`config.mk`:
```
export PLATFORM = sky130hd
export DESIGN_NAME = pipeline_freeze_ctrl
export DESIGN_NICKNAME = d
export VERILOG_FILES = /design/src/rtl/pipeline_freeze_ctrl_pkg.sv /design/src/rtl/pipeline_freeze_ctrl_sat_counter.sv /design/src/rtl/pipeline_freeze_ctrl.sv
export SDC_FILE = /design/constraint.sdc
export NUM_CORES = 1
export LEC_CHECK = 0
export CAP_MARGIN = 0
export CORE_MARGIN = 4
export CORE_UTILIZATION = 35
export DETAILED_ROUTE_END_ITERATION = 6
export PLACE_DENSITY = 0.67
export SLEW_MARGIN = 0
export SYNTH_ARGS = -nofsm -noshare
export SYNTH_HDL_FRONTEND = slang
export SYNTH_SLANG_ARGS = --single-unit
```
`constraint.sdc`:
```
create_clock -name clk -period 3.6 [get_ports clk]
set_clock_uncertainty 0.1 [all_clocks]
set_input_delay 0.9 -clock clk [delete_from_list [all_inputs] [get_ports clk]]
set_output_delay 0.9 -clock clk [all_outputs]
set_load 0.02 [all_outputs]
```
`src/rtl/pipeline_freeze_ctrl_pkg.sv`:
```
// Shared pipeline-control definitions: action encodings, bubble instruction
// and the opcode constants also used by the hazard detector.
package pipe_ctrl_pkg;

    typedef enum logic [1:0] {
        CTRL_RUN        = 2'd0,
        CTRL_LOAD_STALL = 2'd1,
        CTRL_MEM_WAIT   = 2'd2,
        CTRL_FLUSH      = 2'd3
    } ctrl_state_e;

    localparam logic [31:0] NOP_INSN = 32'h0000_0013;

    localparam logic [6:0] OPC_OP     = 7'b0110011;
    localparam logic [6:0] OPC_OP_IMM = 7'b0010011;
    localparam logic [6:0] OPC_LOAD   = 7'b0000011;
    localparam logic [6:0] OPC_JALR   = 7'b1100111;

endpackage

```
`src/rtl/pipeline_freeze_ctrl_sat_counter.sv`:
```
// Saturating up-counter with synchronous active-high clear.
// Sticks at all-ones instead of wrapping.
module sat_counter #(
    parameter int WIDTH = 16
) (
    input  logic             clk,
    input  logic             reset,
    input  logic             inc,
    output logic [WIDTH-1:0] count
);

    logic [WIDTH-1:0] count_q;
    logic [WIDTH-1:0] count_d;

    // Next value: step unless already saturated.
    always_comb begin
        count_d = count_q;
        if (inc && (count_q != {WIDTH{1'b1}})) begin
            count_d = count_q + 1'b1;
        end
    end

    // Count register with synchronous clear.
    always_ff @(posedge clk) begin
        if (reset) begin
            count_q <= '0;
        end else begin
            count_q <= count_d;
        end
    end

    assign count = count_q;

endmodule

```
`src/rtl/pipeline_freeze_ctrl.sv`:
```
// PC / IF-ID owner that freezes, flushes or bubbles the front end
// on memory waits, taken branches and load-use stalls.
module pipeline_freeze_ctrl
    import pipe_ctrl_pkg::*;
#(
    parameter logic [31:0] RESET_PC = 32'h0000_0000,
    parameter logic [31:0] NOP_INSN = pipe_ctrl_pkg::NOP_INSN,
    parameter int          CNT_W    = 16
) (
    input  logic             clk,
    input  logic             reset,
    input  logic             stall_req,
    input  logic             mem_busy,
    input  logic             branch_taken,
    input  logic [31:0]      branch_target,
    input  logic [31:0]      imem_instruction,
    output logic [31:0]      pc,
    output logic [31:0]      ifid_instruction,
    output logic [31:0]      ifid_pc,
    output logic             idex_bubble,
    output logic             pipe_hold,
    output logic [1:0]       ctrl_state,
    output logic [CNT_W-1:0] stall_cycles,
    output logic [CNT_W-1:0] flush_count
);

    ctrl_state_e action;
    ctrl_state_e state_q;
    logic [31:0] pc_q, pc_d;
    logic [31:0] ins_q, ins_d;
    logic [31:0] ipc_q, ipc_d;
    logic        stall_inc;
    logic        flush_inc;

    // Fixed-priority arbitration: memory wait beats branch beats load-use.
    always_comb begin
        action = CTRL_RUN;
        priority case (1'b1)
            mem_busy:     action = CTRL_MEM_WAIT;
            branch_taken: action = CTRL_FLUSH;
            stall_req:    action = CTRL_LOAD_STALL;
            default:      action = CTRL_RUN;
        endcase
    end

    // Front-end next state for the chosen action.
    always_comb begin
        pc_d  = pc_q;
        ins_d = ins_q;
        ipc_d = ipc_q;
        unique case (action)
            CTRL_RUN: begin
                pc_d  = pc_q + 32'd4;
                ins_d = imem_instruction;
                ipc_d = pc_q;
            end
            CTRL_FLUSH: begin
                pc_d  = branch_target;
                ins_d = NOP_INSN;
                ipc_d = branch_target;
            end
            default: ;
        endcase
    end

    // PC, IF/ID and last-action registers.
    always_ff @(posedge clk) begin
        if (reset) begin
            pc_q    <= RESET_PC;
            ins_q   <= NOP_INSN;
            ipc_q   <= RESET_PC;
            state_q <= CTRL_RUN;
        end else begin
            pc_q    <= pc_d;
            ins_q   <= ins_d;
            ipc_q   <= ipc_d;
            state_q <= action;
        end
    end

    assign idex_bubble = !reset &&
        ((action == CTRL_FLUSH) || (action == CTRL_LOAD_STALL));
    assign pipe_hold   = !reset && (action == CTRL_MEM_WAIT);

    assign stall_inc = (action == CTRL_LOAD_STALL) ||
                       (action == CTRL_MEM_WAIT);
    assign flush_inc = (action == CTRL_FLUSH);

    sat_counter #(.WIDTH(CNT_W)) u_stall_cnt (
        .clk   (clk),
        .reset (reset),
        .inc   (stall_inc),
        .count (stall_cycles)
    );

    sat_counter #(.WIDTH(CNT_W)) u_flush_cnt (
        .clk   (clk),
        .reset (reset),
        .inc   (flush_inc),
        .count (flush_count)
    );

    assign pc               = pc_q;
    assign ifid_instruction = ins_q;
    assign ifid_pc          = ipc_q;
    assign ctrl_state       = state_q;

endmodule
```
==> impl_metrics.tcl <==
set metrics [dict create \
    vias 6813 \
    power_density_nw_per_um2 446.3 \
    hold_path_class "reg2reg" \
    p_comb_share_pct 19.2 \
    hold_viol_final 0 \
    viasPerCell 5.580 \
    rsz0062_at_grt "no" \
    fillers 1693 \
    path_clk_slew_ns 0.06 \
    rows 49 \
    grt_first_pass_wirelength_um 33580 \
    p_int_mw 2.963 \
    synth_area_per_cell_um2 7.891 \
    die_w_um 144.1 \
    synth_cells 821 \
    dieArea_um2 20750 \
    grt_max_degree 136 \
    multi_input_area_um2 3545 \
    synth_nets 894 \
    wirelength_um 20910 \
    setup_viol 0 \
    numCtsBuffers 17 \
    fin_setup_tns_ns 0 \
    grt_pass1_vias 6353 \
    drt_iter0_markers 528 \
    p_sw_mw 1.170 \
    ys.flop_type "dfxtp_1" \
    htree_levels 4 \
    ios 201 \
    wl_met2_um 9522 \
    min_period_over_period_pct 97.33 \
    final_cell_mix "clkdlybuf4s50_1 (199), dfxtp_1 (130), nand2_1 (111), a21oi_1 (73), nor2_1 (66)" \
    drv_cap 0 \
    period_needed_ns 3.504 \
    crit_family "buffers and inverters" \
    crit_top_cell "clkdlybuf4s50_1" \
    synth_cell_types 58 \
    fmax_mhz 285.4 \
    hpwl_um 13900 \
    wl_met1_um 9186 \
    start_util_pct 35.82 \
    syn_to_final_growth_pct 42.95 \
    top_layer_used "met4" \
    cp.buffers_inverters 2 \
    yosys_warnings 0 \
    dr.pass1.iters 7 \
    vdd_drop_max_mv 0.3058 \
    n_antenna_cell 0 \
    ys_seq_elements 130 \
    slowest_delay_ns 0.53 \
    ctsHoldBuffers 0 \
    ant_nets 0 \
    p_clk_share_pct 41.2 \
    cts_tree "yes" \
    leakagePower_nw 3.106 \
    maxSlewHeadroom_pct 45.16 \
    antenna_found_initial 0 \
    syn_area_um2 6479 \
    clockBufferDepth 2 \
    cp_cell_sequence "clkdlybuf4s50_1, or2_2, ha_4, nor2b_1, clkdlybuf4s50_1" \
    worstPathMaxFanout 3 \
    cp-start-kind "input port" \
    placed_cell_area_um2 8672 \
    outcome "complete, no violations" \
    dr_wl_met3_um 1870 \
    grt_usage_pct 19.95 \
    clk_latency_ns 0.41 \
    clock-root-buffer "clkbuf_16" \
    critPathKind "in2out" \
    endpoint_kind "output pin" \
    power_switching_share_pct 28.30 \
    clock_sinks 130 \
    die_h_um 144.1 \
    io_buffers 200 \
    fin_area_um2 9261 \
    place.gp.congestion 0.8020 \
    p_seq_share_pct 39.6 \
    async_reset_ff_share_pct 0 \
    grt_overflow 0 \
    drive_gt1_share_pct 8.367 \
    final_nets 1053 \
    final_common_cell "clkdlybuf4s50_1" \
    regArea_um2 2603 \
    core-area_um2 18090 \
    crit_slowest_cell "clkdlybuf4s50_1" \
    maxSlewViolCount 0 \
    arrival_ns 2.50 \
    drc 0 \
    yosysSeqAreaShare_pct 40.17 \
    tightest_slew_ns 0.8164 \
    crit_required_ns 2.60 \
    avgRoutedWirePerCell_um 17.13 \
    synth_edf_count 0 \
]
## cell usage after synthesis, drive strengths merged (10+ instances only)
| master | count | area, um2 |
|---|---|---|
| dfxtp | 130 | 2603 |
| nand2 | 111 | 416.7 |
| a21oi | 73 | 365.4 |
| nor2 | 66 | 247.7 |
| nand3 | 54 | 275.3 |
| clkbuf | 51 | 193.9 |
| a311oi | 29 | 254.0 |
| nand4 | 29 | 215.2 |
| buf | 25 | 110.1 |
| nor3 | 19 | 95.09 |
| nor4 | 17 | 106.4 |
| o21ai | 17 | 85.08 |
| inv | 16 | 60.06 |
| nor2b | 15 | 93.84 |
| mux2 | 14 | 157.7 |
| or3 | 13 | 81.33 |
| a211oi | 12 | 90.09 |
| a31oi | 12 | 75.07 |
| or4 | 12 | 90.09 |
| and3 | 11 | 68.82 |
| o31ai | 10 | 75.07 |
## power groups by stage
| stage | sequential, mW | combinational [mW] | clock (mW) |
|---|---|---|---|
| after floorplan | 1.75 | 0.325 | 0 |
| after global placement | 1.66 | 0.793 | 0 |
| after detailed placement | 1.67 | 0.797 | 0 |
| after CTS | 1.64 | 0.800 | 1.74 |
| after global routing | 1.65 | 0.863 | 1.80 |
| final | 1.64 | 0.793 | 1.70 |
## flip-flops by register name (all words and copies together), names as in the netlist
signal / flops
ctrl_state: 2
pc: 32
u_flush_cnt.count: 16
u_stall_cnt.count: 16
ifid_pc: 32
ifid_instruction: 32
## area by class of cell
type | instances | area share, %
clock buffers | 24 | 5.526
clock inverters | 7 | 0.7971
inverters | 16 | 0.6485
multi-input cells | 599 | 38.27
flip-flops and latches | 130 | 28.10
well taps | 229 | 3.094
repair buffers | 216 | 23.56
## kinds of logic (layout without fill, tap and decap cells)
group,after synthesis,count (layout),share of synthesized area (%)
adder cells (fa/ha/maj),4,4,0.7725
buffers and inverters,92,263,5.620
AO/OA/AOI/OAI,202,202,21.07
multiplexers,20,20,3.360
flip-flops,130,130,40.17
AND/OR/NAND/NOR,373,373,29.01
## metal layers
metal | vias up | track usage, %
met2 | 267 | 30.72
met3 | 29 | 6.978
li1 | 3351 | -
met5 | - | 0
met1 | 3166 | 26.30
met4 | 0 | 6.392
## through the flow
| stage | hold slack (ns) | setup slack (ns) | utilization (%) | cells | total power, mW |
|---|---|---|---|---|---|
| detailed placement | 0.3510 | 0.05668 | 47.95 | 1190 | 2.464 |
| finish | 0.3565 | 0.09613 | 51.21 | 1221 | 4.133 |
| global placement | 0.3475 | 0.07619 | 47.95 | 1190 | 2.457 |
| global route | 0.3789 | 0.05934 | 51.21 | 1221 | 4.313 |
| floorplan | 0.4409 | 0.7159 | - | 821 | 2.075 |
| CTS | 0.3605 | 0.05353 | 51.19 | 1221 | 4.176 |
## worst paths after layout
kind                  startpoint                   to  slack [ns]  depth (start not counted)
min          ifid_instruction[2]  ifid_instruction[2]        0.36                          2
max                 branch_taken            pipe_hold         0.1                          5
max reg2reg                pc[4]               pc[24]        1.13                          4
min reg2reg  ifid_instruction[2]  ifid_instruction[2]        0.36                          2
## tightest hold or removal path, stage by stage (launching register included)
cell     delay, ns
dfxtp_1       0.31
nand2_1       0.06
a21oi_1       0.05
## repair_timing
| action | 4_1_cts | 5_1_grt |
|---|---|---|
| endpoints found under the setup margin | 0 | 1 |
| resized for setup | 0 | 1 |
| setup buffers | 0 | 0 |
Note: power is estimated with default switching activity, not from simulation.
